[src/rtl/seg_pkg.sv]
// Shared definitions for the seven-segment display path: digit/point widths
// used by both the scheduler and the dynamic scan driver, plus the scheduler
// state encoding.
package seg_pkg;

    localparam int SEG_DATA_W = 20;
    localparam int SEG_PNT_W  = 6;

    typedef enum logic [1:0] {
        ST_IDLE  = 2'd0,
        ST_SHOW  = 2'd1,
        ST_BLANK = 2'd2
    } seg_state_e;

    // Larger of two integers, used to size the shared dwell/blank counter.
    function automatic int max_int(input int a, input int b);
        return (a > b) ? a : b;
    endfunction

endpackage

[src/rtl/seg_disp_sched_if.sv]
// Bundle between the content sources and the display scheduler. The source
// side drives requests and per-source content; the scheduler drives the
// display fields and the grant vector.
interface seg_disp_sched_if
    import seg_pkg::*;
#(
    parameter int N_REQ = 4
);
    logic [N_REQ-1:0]            req;
    logic [N_REQ-1:0]            urgent;
    logic [SEG_DATA_W*N_REQ-1:0] src_data;
    logic [SEG_PNT_W*N_REQ-1:0]  src_point;
    logic [N_REQ-1:0]            src_sign;
    logic [SEG_DATA_W-1:0]       data;
    logic [SEG_PNT_W-1:0]        point;
    logic                        sign;
    logic                        seg_en;
    logic [N_REQ-1:0]            grant;

    modport master (
        output req, urgent, src_data, src_point, src_sign,
        input  data, point, sign, seg_en, grant
    );

    modport slave (
        input  req, urgent, src_data, src_point, src_sign,
        output data, point, sign, seg_en, grant
    );
endinterface

[src/rtl/seg_rr_pick.sv]
// Combinational selector: lowest-index urgent requester wins outright,
// otherwise round-robin search starting just after the last served index.
module seg_rr_pick #(
    parameter int N_REQ = 4,
    parameter int PTR_W = (N_REQ > 1) ? $clog2(N_REQ) : 1
) (
    input  logic [N_REQ-1:0] req,
    input  logic [N_REQ-1:0] urgent,
    input  logic [PTR_W-1:0] last,
    output logic [PTR_W-1:0] pick_idx,
    output logic             pick_vld
);

    logic [N_REQ-1:0] urg_req;
    logic [PTR_W-1:0] cand_idx;

    assign urg_req = urgent & req;

    // Walk candidates from farthest to nearest so the nearest set bit is the
    // final assignment; then let the lowest urgent index override.
    always_comb begin
        pick_idx = '0;
        pick_vld = 1'b0;
        cand_idx = '0;
        for (int k = N_REQ; k >= 1; k--) begin
            cand_idx = PTR_W'((int'(last) + k) % N_REQ);
            if (req[cand_idx]) begin
                pick_idx = cand_idx;
                pick_vld = 1'b1;
            end
        end
        for (int i = N_REQ - 1; i >= 0; i--) begin
            cand_idx = PTR_W'(i);
            if (urg_req[cand_idx]) begin
                pick_idx = cand_idx;
                pick_vld = 1'b1;
            end
        end
    end

endmodule

[src/rtl/seg_disp_sched.sv]
// Time-shares one 6-digit display between N_REQ sources: round-robin turns of
// DWELL_CYC cycles separated by BLANK_CYC dark cycles, with urgent preemption.
module seg_disp_sched
    import seg_pkg::*;
#(
    parameter int N_REQ     = 4,
    parameter int DWELL_CYC = 100_000_000,
    parameter int BLANK_CYC = 2_500_000
) (
    input  logic          sys_clk,
    input  logic          sys_rst_n,
    seg_disp_sched_if.slave bus
);

    localparam int CNT_W = $clog2(max_int(DWELL_CYC, BLANK_CYC));
    localparam int PTR_W = (N_REQ > 1) ? $clog2(N_REQ) : 1;
    localparam logic [CNT_W-1:0] DWELL_LAST = CNT_W'(DWELL_CYC - 1);
    localparam logic [CNT_W-1:0] BLANK_LAST = CNT_W'(BLANK_CYC - 1);

    seg_state_e             state_reg;
    logic [CNT_W-1:0]       cnt_reg;
    logic [PTR_W-1:0]       last_reg;
    logic [SEG_DATA_W-1:0]  data_reg;
    logic [SEG_PNT_W-1:0]   point_reg;
    logic                   sign_reg;
    logic                   seg_en_reg;
    logic [N_REQ-1:0]       grant_reg;

    logic [SEG_DATA_W-1:0]  slice_data  [N_REQ];
    logic [SEG_PNT_W-1:0]   slice_point [N_REQ];

    logic [PTR_W-1:0]       pick_idx;
    logic                   pick_vld;
    logic [N_REQ-1:0]       pick_onehot;
    logic [N_REQ-1:0]       last_onehot;
    logic                   cur_req;
    logic                   cur_urg;
    logic                   other_urg;

    // Unpack the flat per-source buses into indexable arrays.
    generate
        for (genvar gi = 0; gi < N_REQ; gi++) begin : g_slice
            assign slice_data[gi]  = bus.src_data[gi*SEG_DATA_W +: SEG_DATA_W];
            assign slice_point[gi] = bus.src_point[gi*SEG_PNT_W +: SEG_PNT_W];
        end
    endgenerate

    seg_rr_pick #(
        .N_REQ (N_REQ),
        .PTR_W (PTR_W)
    ) u_pick (
        .req      (bus.req),
        .urgent   (bus.urgent),
        .last     (last_reg),
        .pick_idx (pick_idx),
        .pick_vld (pick_vld)
    );

    // One-hot forms of the candidate pick and of the currently shown index.
    always_comb begin
        pick_onehot           = '0;
        pick_onehot[pick_idx] = 1'b1;
        last_onehot           = '0;
        last_onehot[last_reg] = 1'b1;
    end

    // While showing, last_reg is the granted index; preemption needs another
    // urgent requester while the shown source itself is not urgent.
    assign cur_req   = bus.req[last_reg];
    assign cur_urg   = bus.urgent[last_reg] & bus.req[last_reg];
    assign other_urg = |(bus.urgent & bus.req & ~last_onehot);

    // Scheduler FSM with registered display outputs and a shared phase counter.
    always_ff @(posedge sys_clk or negedge sys_rst_n) begin
        if (!sys_rst_n) begin
            state_reg  <= ST_IDLE;
            cnt_reg    <= '0;
            last_reg   <= PTR_W'(N_REQ - 1);
            data_reg   <= '0;
            point_reg  <= '0;
            sign_reg   <= 1'b0;
            seg_en_reg <= 1'b0;
            grant_reg  <= '0;
        end else begin
            case (state_reg)
                ST_IDLE: begin
                    // Display is already dark, so a new source starts at once.
                    if (pick_vld) begin
                        state_reg  <= ST_SHOW;
                        cnt_reg    <= '0;
                        last_reg   <= pick_idx;
                        grant_reg  <= pick_onehot;
                        seg_en_reg <= 1'b1;
                        data_reg   <= slice_data[pick_idx];
                        point_reg  <= slice_point[pick_idx];
                        sign_reg   <= bus.src_sign[pick_idx];
                    end
                end
                ST_SHOW: begin
                    // Track live source content every cycle of the turn.
                    data_reg  <= slice_data[last_reg];
                    point_reg <= slice_point[last_reg];
                    sign_reg  <= bus.src_sign[last_reg];
                    cnt_reg   <= cnt_reg + CNT_W'(1);
                    if (!cur_req || (other_urg && !cur_urg)) begin
                        state_reg  <= ST_BLANK;
                        cnt_reg    <= '0;
                        seg_en_reg <= 1'b0;
                        grant_reg  <= '0;
                    end else if (cnt_reg == DWELL_LAST) begin
                        if (pick_idx != last_reg) begin
                            state_reg  <= ST_BLANK;
                            cnt_reg    <= '0;
                            seg_en_reg <= 1'b0;
                            grant_reg  <= '0;
                        end else begin
                            // Sole or urgent requester: renew the turn, no gap.
                            cnt_reg <= '0;
                        end
                    end
                end
                ST_BLANK: begin
                    // Fixed-length gap; the winner is chosen on its last cycle.
                    if (cnt_reg == BLANK_LAST) begin
                        cnt_reg <= '0;
                        if (pick_vld) begin
                            state_reg  <= ST_SHOW;
                            last_reg   <= pick_idx;
                            grant_reg  <= pick_onehot;
                            seg_en_reg <= 1'b1;
                            data_reg   <= slice_data[pick_idx];
                            point_reg  <= slice_point[pick_idx];
                            sign_reg   <= bus.src_sign[pick_idx];
                        end else begin
                            state_reg <= ST_IDLE;
                        end
                    end else begin
                        cnt_reg <= cnt_reg + CNT_W'(1);
                    end
                end
                default: begin
                    state_reg  <= ST_IDLE;
                    cnt_reg    <= '0;
                    seg_en_reg <= 1'b0;
                    grant_reg  <= '0;
                end
            endcase
        end
    end

    assign bus.data   = data_reg;
    assign bus.point  = point_reg;
    assign bus.sign   = sign_reg;
    assign bus.seg_en = seg_en_reg;
    assign bus.grant  = grant_reg;

endmodule

[src/flat_wrapper.sv]
// flat-port wrapper written by rule: the top's interface ports become plain ports
module seg_disp_sched_flat import seg_pkg::*;
#(
    parameter int N_REQ     = 4,
    parameter int DWELL_CYC = 100_000_000,
    parameter int BLANK_CYC = 2_500_000
)
  (sys_clk, sys_rst_n, bus_req, bus_urgent, bus_src_data, bus_src_point, bus_src_sign, bus_data, bus_point, bus_sign, bus_seg_en, bus_grant);
  seg_disp_sched_if #(.N_REQ(N_REQ)) bus_i ();
  input  logic sys_clk;
  input  logic sys_rst_n;
  input wire logic [$bits(bus_i.req)-1:0] bus_req;
  input wire logic [$bits(bus_i.urgent)-1:0] bus_urgent;
  input wire logic [$bits(bus_i.src_data)-1:0] bus_src_data;
  input wire logic [$bits(bus_i.src_point)-1:0] bus_src_point;
  input wire logic [$bits(bus_i.src_sign)-1:0] bus_src_sign;
  output wire logic [$bits(bus_i.data)-1:0] bus_data;
  output wire logic [$bits(bus_i.point)-1:0] bus_point;
  output wire logic [$bits(bus_i.sign)-1:0] bus_sign;
  output wire logic [$bits(bus_i.seg_en)-1:0] bus_seg_en;
  output wire logic [$bits(bus_i.grant)-1:0] bus_grant;
  assign bus_i.req = bus_req;
  assign bus_i.urgent = bus_urgent;
  assign bus_i.src_data = bus_src_data;
  assign bus_i.src_point = bus_src_point;
  assign bus_i.src_sign = bus_src_sign;
  assign bus_data = bus_i.data;
  assign bus_point = bus_i.point;
  assign bus_sign = bus_i.sign;
  assign bus_seg_en = bus_i.seg_en;
  assign bus_grant = bus_i.grant;
  seg_disp_sched #(.N_REQ(N_REQ), .DWELL_CYC(DWELL_CYC), .BLANK_CYC(BLANK_CYC)) u_core (.sys_clk(sys_clk), .sys_rst_n(sys_rst_n), .bus(bus_i));
endmodule
[config.mk]
export PLATFORM = sky130hd
export DESIGN_NAME = seg_disp_sched_flat
export DESIGN_NICKNAME = d
export VERILOG_FILES = /design/src/rtl/seg_pkg.sv /design/src/rtl/seg_disp_sched_if.sv /design/src/rtl/seg_rr_pick.sv /design/src/rtl/seg_disp_sched.sv /design/src/flat_wrapper.sv
export SDC_FILE = /design/constraint.sdc
export NUM_CORES = 1
export LEC_CHECK = 0
export ABC_AREA = 1
export CORE_MARGIN = 1.5
export CORE_UTILIZATION = 45
export CTS_CLUSTER_DIAMETER = 200
export DETAILED_ROUTE_END_ITERATION = 8
export GPL_ROUTABILITY_DRIVEN = 0
export GPL_TIMING_DRIVEN = 0
export PLACE_DENSITY = 0.75
export SYNTH_ARGS = -nofsm -noshare
export SYNTH_HDL_FRONTEND = slang
export SYNTH_SLANG_ARGS = --single-unit
[constraint.sdc]
create_clock -name sys_clk -period 2.45 [get_ports sys_clk]
set_clock_uncertainty 0.05 [all_clocks]
set_input_delay 0.6125 -clock sys_clk [delete_from_list [all_inputs] [get_ports sys_clk]]
set_output_delay 0.6125 -clock sys_clk [all_outputs]
set_load 0.03 [all_outputs]
==> results of run 1 <==
## worst reg2reg max path, stage by stage, from the launching register on
cell	delay [ns]
dfstp_2	0.56
inv_4	0.05
clkbuf_16	0.14
ha_4	0.28
inv_2	0.04
nand2_2	0.06
nand2_1	0.05
nand2_1	0.07
nand2_1	0.06
nand2_1	0.06
nand3_2	0.06
nand2_2	0.08
nand2_4	0.11
buf_12	0.18
buf_6	0.14
nand4_1	0.09
nand3_1	0.10
o21ai_1	0.14
nand2_1	0.06
## through the flow
| step | std cells | power (mW) |
|---|---|---|
| floorplan | 920 | 5.95 |
| global placement | 1237 | 7.93 |
| detailed placement | 1237 | 8.01 |
| CTS | 1265 | 9.97 |
| global route | 1271 | 11.0 |
| finish | 1271 | 10.4 |
## per-layer routing
layer	GRT usage (%)	part of all wire [%]
met5	0	0
met2	49.0	43
met3	7.27	12
met1	45.2	41
met4	16.0	3.9
## cell usage in the layout, fill, tap and decap left out, types with 8 or more instances in the layout
master,Yosys,layout
nand3_2,9,10
nand2_1,249,246
nand4_1,55,55
dfrtp_1,61,61
buf_4,4,25
clkbuf_1,31,21
a21oi_1,12,11
clkdlybuf4s50_1,0,145
o21ai_1,17,17
nor2_1,139,138
o21ai_0,69,68
o22ai_1,18,18
inv_2,7,9
xor2_1,8,8
a31oi_1,16,16
nand3_1,89,87
nor3_1,13,13
inv_1,52,47
clkbuf_16,0,13
## cells by family (layout without fill, tap and decap cells)
group | after synthesis | count (layout) | share of synthesized area, %
compound gates | 144 | 144 | 14.2
simple gates | 578 | 578 | 45.5
flops | 63 | 63 | 27.7
buf+inv | 118 | 301 | 9.34
xor+xnor | 8 | 8 | 1.23
fa+ha+maj | 9 | 9 | 1.98
## synthesized netlist by cell type (4+ instances only)
library cell,n,share of area [%]
inv_2,7,0.46
nor4_1,4,0.44
clkbuf_1,31,2.0
buf_2,13,1.1
nand4_1,55,6.0
ha_1,9,2.0
nand2_1,249,16
o22ai_1,18,2.0
xor2_1,8,1.2
nand3_2,9,1.6
o21ai_0,69,6.1
nor2_1,139,9.2
a21oi_1,12,1.1
nor3_1,13,1.1
dfrtp_1,61,27
o21ai_1,17,1.5
buf_1,4,0.26
nand3_1,89,7.8
inv_1,52,3.4
nand2_2,7,0.77
buf_4,4,0.53
buf_6,4,0.79
a31oi_1,16,1.8
## power by group through the flow
stage / sequential (mW) / clock (mW) / combinational (mW)
2_1_floorplan: 2.08 / 0 / 3.87
3_3_place_gp: 1.61 / 0 / 6.32
3_5_place_dp: 1.61 / 0 / 6.40
6_report: 1.58 / 1.49 / 7.31
4_1_cts: 1.58 / 1.49 / 6.90
5_1_grt: 1.62 / 1.53 / 7.87
## cell type report
type	instances	area [sq um]	area share (%)
inverters	60	236	2.89
repair buffers	169	1730	21.1
plain buffers	56	432	5.27
flip-flops and latches	63	1580	19.3
well taps	168	210	2.56
clock inverters	7	105	1.28
clock buffers	9	225	2.75
multi-input cells	739	3680	44.9
## timing repair
item	CTS	global route
resized for setup	40	30
pin swaps	10	22
setup buffers	12	4
cloned	2	2
hold buffers	0	0
setup endpoints to repair	60	61
## path summary, 6_finish.rpt
check | endpoint | slack, ns | start | depth (start not counted)
hold reg to reg | u_core.bus.grant[2] | 0.42 | u_core.bus.grant[2] | 2
min in group sys_clk | u_core.bus.grant[2] | 0.42 | u_core.bus.grant[2] | 2
setup / recovery | u_core.bus.data[17] | -0.07 | bus_req[1] | 16
max in group asynchronous | u_core.state_reg[0] | 1.47 | sys_rst_n | 1
hold / removal | u_core.bus.data[4] | 0.31 | sys_rst_n | 1
setup reg to reg | u_core.bus.data[14] | -0.05 | u_core.last_reg[1] | 18
==> results.txt, run 1 <==
status: complete, but fails checks
failing checks: setup timing
DRT Pass-1 Iters: 8
main flop type after synthesis: dfrtp_1
Root Buffer: clkbuf_16
CP peak stage delay: 0.52 ns
fraction of layout cells with a size suffix above 1: 11.3%
PwrDens: 1270 nW/um^2
cell count after synthesis: 920
critical path data arrival time: 2.72 ns
NetSw: 5.24 mW
Skew-Pair Late Insertion Delay: 0.36 ns
htree depth: 3
syn avg cell area: 6.19 sq um
die area: 13,300 sq um
n_diodes: 0
fin worst setup slack: -0.0730 ns
Starting Density: 46.8%
global-route wire length before repair: 34,000 microns
clock power share: 14.4%
Tot GR Track Use: 32.9%
worst path buffer plus inverter count: 3
mean routed wirelength per cell: 17.2 microns
total number of yosys warnings: 0
Max FO, Critical Path: 10
Fmax: 0.396 GHz
Sink Count: 63
EDFF count, synth: 0
std cell rows: 40
Clock transition at path regs: 0.07 ns
Worst-Margin Slew: 0.858 ns
Mapped Nets: 1,047
WS Path Type: input pin to flop
Sw Share: 50.5%
logic gate share of total power: 70.4%
final slew viol count: 0
NumNets Final: 1,225
Seq/Total Area, Yosys: 27.7%
vias per cell: 5.85
synthesis-to-layout area growth: 44.0%
Iter 0 DRT Violations: 796
Fill cells: 1,056
initial antenna violation count: 0
Setup WS pre-CTS: -0.770 ns
sequential cell fraction of total power: 15.3%
max_cap viols: 0
fin area: 8200 sq um
Required @ worst endpoint: 2.65 ns
grt ovf: 0
port bufs: 149
TNS Setup: -0.618 ns
CP endpoint kind: flop
Largest register FFs: 27
crit-path cells: clkdlybuf4s50_1 -> inv_2 -> nand2_1 -> nand2_1 -> and2_1 -> nor2_1 -> nand3_1 -> nand3_2 -> nand2_2 -> nand2_4 -> nand2_8 -> buf_4 -> nand3_1 -> nand2_1 -> o21ai_1 -> nand2_1
fin crit share: 103%
Slew headroom: 42.8%
Final Core Density: 67.4%
ys async rst share: 100%
maximum number of pins on one net before global-route repair: 64
CTS tree: done
Final Setup Violations: 25
Post-DP Area: 7450 sq um
DR vias: 7,434
RSZ-0062 raised after global routing: true
die height: 115 microns
Worst setup SP type: input pin
fin crit period: 2.52 ns
Final Hold Fails: 0
Core ar.: 12,200 sq um
internal power: 5.14 mW
CP delay by family, top: simple AND/OR/NAND/NOR gates
cell repeated most along the worst path: nand2_1
Worst path slowest cell: clkdlybuf4s50_1
io pins: 150
Yosys reg bits: 63
total CTS buffers: 9
vias in the first global route: 6,754
synthesized area: 5690 sq um
Hold Slack: 0.313 ns
Leakage: 3.71 nW
final wirelength: 21,900 microns
Final ANT Viol Nets: 0
Netlist cell types: 43
DRC Markers: 0
HPWL after DPL: 15,600 microns
die width: 115 microns
maximum VDD drop: 0.000618 V
clk buf depth: 2
Hold Path Class: input pin to asynchronous set/reset pin
No activity file was read; power rests on OpenSTA's default activity.
==> inputs of run 2 (changes only) <==
GPL_ROUTABILITY_DRIVEN = 1   (was 0)
MAX_ROUTING_LAYER = met4   (was default)
==> run 2 against run 1 <==
  * The run still ends with setup timing left
  * Wire length increased by 4.9%
  * Flip-flop and latch count did not move
  * Sequential share of layout area down 0.62 points
  * Critical endpoint unchanged
  * Highest routed layer unchanged
==> results.txt, run 2 (same netlist as run 1, synthesis figures left out) <==
Tot Pwr: 11.0 mW (+6.2%)
Required @ worst endpoint: 2.69 ns (+0.04 ns)
Iter 0 DRT Violations: 828 (+4.0%)
fraction of layout cells with a size suffix above 1: 14.7% (+3.4 points)
fin worst setup slack: -0.0999 ns (-0.0268 ns)
CP peak stage delay: 0.56 ns (+0.04 ns)
maximum number of pins on one net before global-route repair: 64 (unchanged)
Final Setup Violations: 33 (+32%)
Core ar.: 12,200 sq um (unchanged)
worst path buffer plus inverter count: 4 (+1)
PwrDens: 1300 nW/um^2 (+2.8%)
fin crit period: 2.55 ns (+0.0268 ns)
commonest cells after routing, fill and taps aside: nand2_1, clkdlybuf4s50_1, nor2_1
maximum VDD drop: 0.000682 V (+10%)
most common cell after layout, fill and taps aside: nand2_1
Final Hold Fails: 0 (unchanged)
die area: 13,300 sq um (unchanged)
critical path data arrival time: 2.79 ns (+0.07 ns)
die height: 115 microns (unchanged)
io pins: 150 (unchanged)
gpl congestion: 0.987
global-route wire length before repair: 35,800 microns (+5.4%)
final wirelength: 23,000 microns (+4.9%)
Fmax: 0.392 GHz (-1.1%)
Root Buffer: clkbuf_16
Sink Count: 63 (unchanged)
final non-filler cell total: 1,283 (+0.94%)
DRT Pass-1 Iters: 5 (-3)
Clock transition at path regs: 0.06 ns (about the same)
clk buf depth: 2 (unchanged)
Worst-Margin Slew: 0.850 ns (-0.00846 ns)
synthesis-to-layout area growth: 48.7%
crit-path cells: buf_4 -> buf_12 -> clkbuf_1 -> clkbuf_1 -> nor2_1 -> o22ai_1 -> nor2_1 -> nor2_1 -> o21ai_2 -> nand2_1
cts hold-fix bufs: 0 (unchanged)
Final ANT Viol Nets: 0 (unchanged)
CP delay by family, top: buffers and inverters
vias per cell: 5.89 (+0.68%)
Max FO, Critical Path: 10 (unchanged)
DR vias: 7,555 (+1.6%)
final slew viol count: 0 (unchanged)
die width: 115 microns (unchanged)
DRC Markers: 0 (unchanged)
NumNets Final: 1,236 (+0.90%)
Worst path slowest cell: dfstp_2
Largest register FFs: 27 (unchanged)
WS Path Type: flop to flop
Slew headroom: 43.3% (+0.56 points)
Fill cells: 1,036 (-1.9%)
total CTS buffers: 9 (unchanged)
Setup WS pre-CTS: -0.764 ns (+0.00574 ns)
Hold Path Class: input pin to asynchronous set/reset pin
CTS tree: done
RSZ-0062 raised after global routing: true
initial antenna violation count: 1 (+1)
fin crit share: 104% (+1.1 points)
vias in the first global route: 7,054 (+4.4%)
Starting Density: 46.8% (unchanged)
mean routed wirelength per cell: 17.9 microns (+3.9%)
Leakage: 3.83 nW (+3.4%)
Worst setup SP type: flop
dpl cells: 1,237 (unchanged)
max_cap viols: 0 (unchanged)
failing checks: setup timing
Skew-Pair Late Insertion Delay: 0.35 ns (about the same)
CP endpoint kind: flop
grt ovf: 0 (unchanged)
HPWL after DPL: 15,600 microns (about the same)
cell repeated most along the worst path: nor2_1
port bufs: 149 (unchanged)
Tot GR Track Use: 35.6% (+2.7 points)
std cell rows: 40 (unchanged)
htree depth: 3 (unchanged)
status: complete, but fails checks
run 2: changes by cell type in the layout (fill, tap and decap cells not counted), sizes merged:
cell | previous run | this run
clkdlybuf4s50 | 145 | 144
dlymetal6s2s | 3 | 4
nand3 | 99 | 100
buf | 46 | 58
clkinvlp | 2 | 0
inv | 61 | 59
bufinv | 2 | 4
diode | 0 | 1
run 2: worst paths after layout:
kind | cells past startpoint | slack [ns] | to | start
max in group asynchronous | 1 | 1.47 | u_core.state_reg[0] | sys_rst_n
hold reg to reg | 2 | 0.43 | u_core.bus.data[10] | u_core.bus.data[10]
setup / recovery | 10 | -0.1 | u_core.bus.data[17] | u_core.last_reg[0]
hold / removal | 1 | 0.31 | u_core.bus.data[4] | sys_rst_n
min in group sys_clk | 2 | 0.43 | u_core.bus.data[10] | u_core.bus.data[10]
setup reg to reg | 10 | -0.1 | u_core.bus.data[17] | u_core.last_reg[0]
run 2: metal layers:
metal  track usage [%]  vias up  wire length [microns]
li1                  -     3487                      -
met1              45.8     3428                   9370
met2              52.1      548                  10100
met3              9.62       92                   2640
met4              16.4        0                    892
met5                 -        -                      0
run 2: stage by stage:
stage | hold slack [ns] | setup TNS [ns] | util, % | cell area (sq um)
3_3_place_gp | 0.407 | -131.08 | 61.3 | 7460
3_5_place_dp | 0.408 | -31.25 | 61.3 | 7450
4_1_cts | 0.361 | -3.30 | 67.2 | 8170
6_report | 0.315 | -1.45 | 69.6 | 8470
2_1_floorplan | 0.267 | 0 | - | 5760
5_1_grt | 0.393 | -6.10 | 69.6 | 8470
run 2: final cells by class:
| cell class | instances | area, sq um | share of cell area, % |
|---|---|---|---|
| Timing Repair Buffer | 179 | 1810 | 21.3 |
| Sequential cell | 63 | 1580 | 18.7 |
| Clock inverter | 5 | 129 | 1.52 |
| Multi-Input combinational cell | 740 | 3810 | 45.0 |
| Buffer | 56 | 448 | 5.29 |
| Tap cell | 168 | 210 | 2.48 |
| Antenna cell | 1 | 2.50 | 0.0296 |
| Inverter | 60 | 236 | 2.79 |
| Clock buffer | 11 | 243 | 2.87 |
run 2: report_power, final:
part           internal (mW)  leakage (nW)  switching, mW
registers               1.39         0.815          0.211
logic                   3.05          2.84           4.71
clock network           1.13         0.180          0.544
run 2: what timing repair did:
action	CTS	global route
resized for setup	57	64
setup buffers	10	16
cloned	5	1
setup endpoints to repair	63	63
pin swaps	15	35
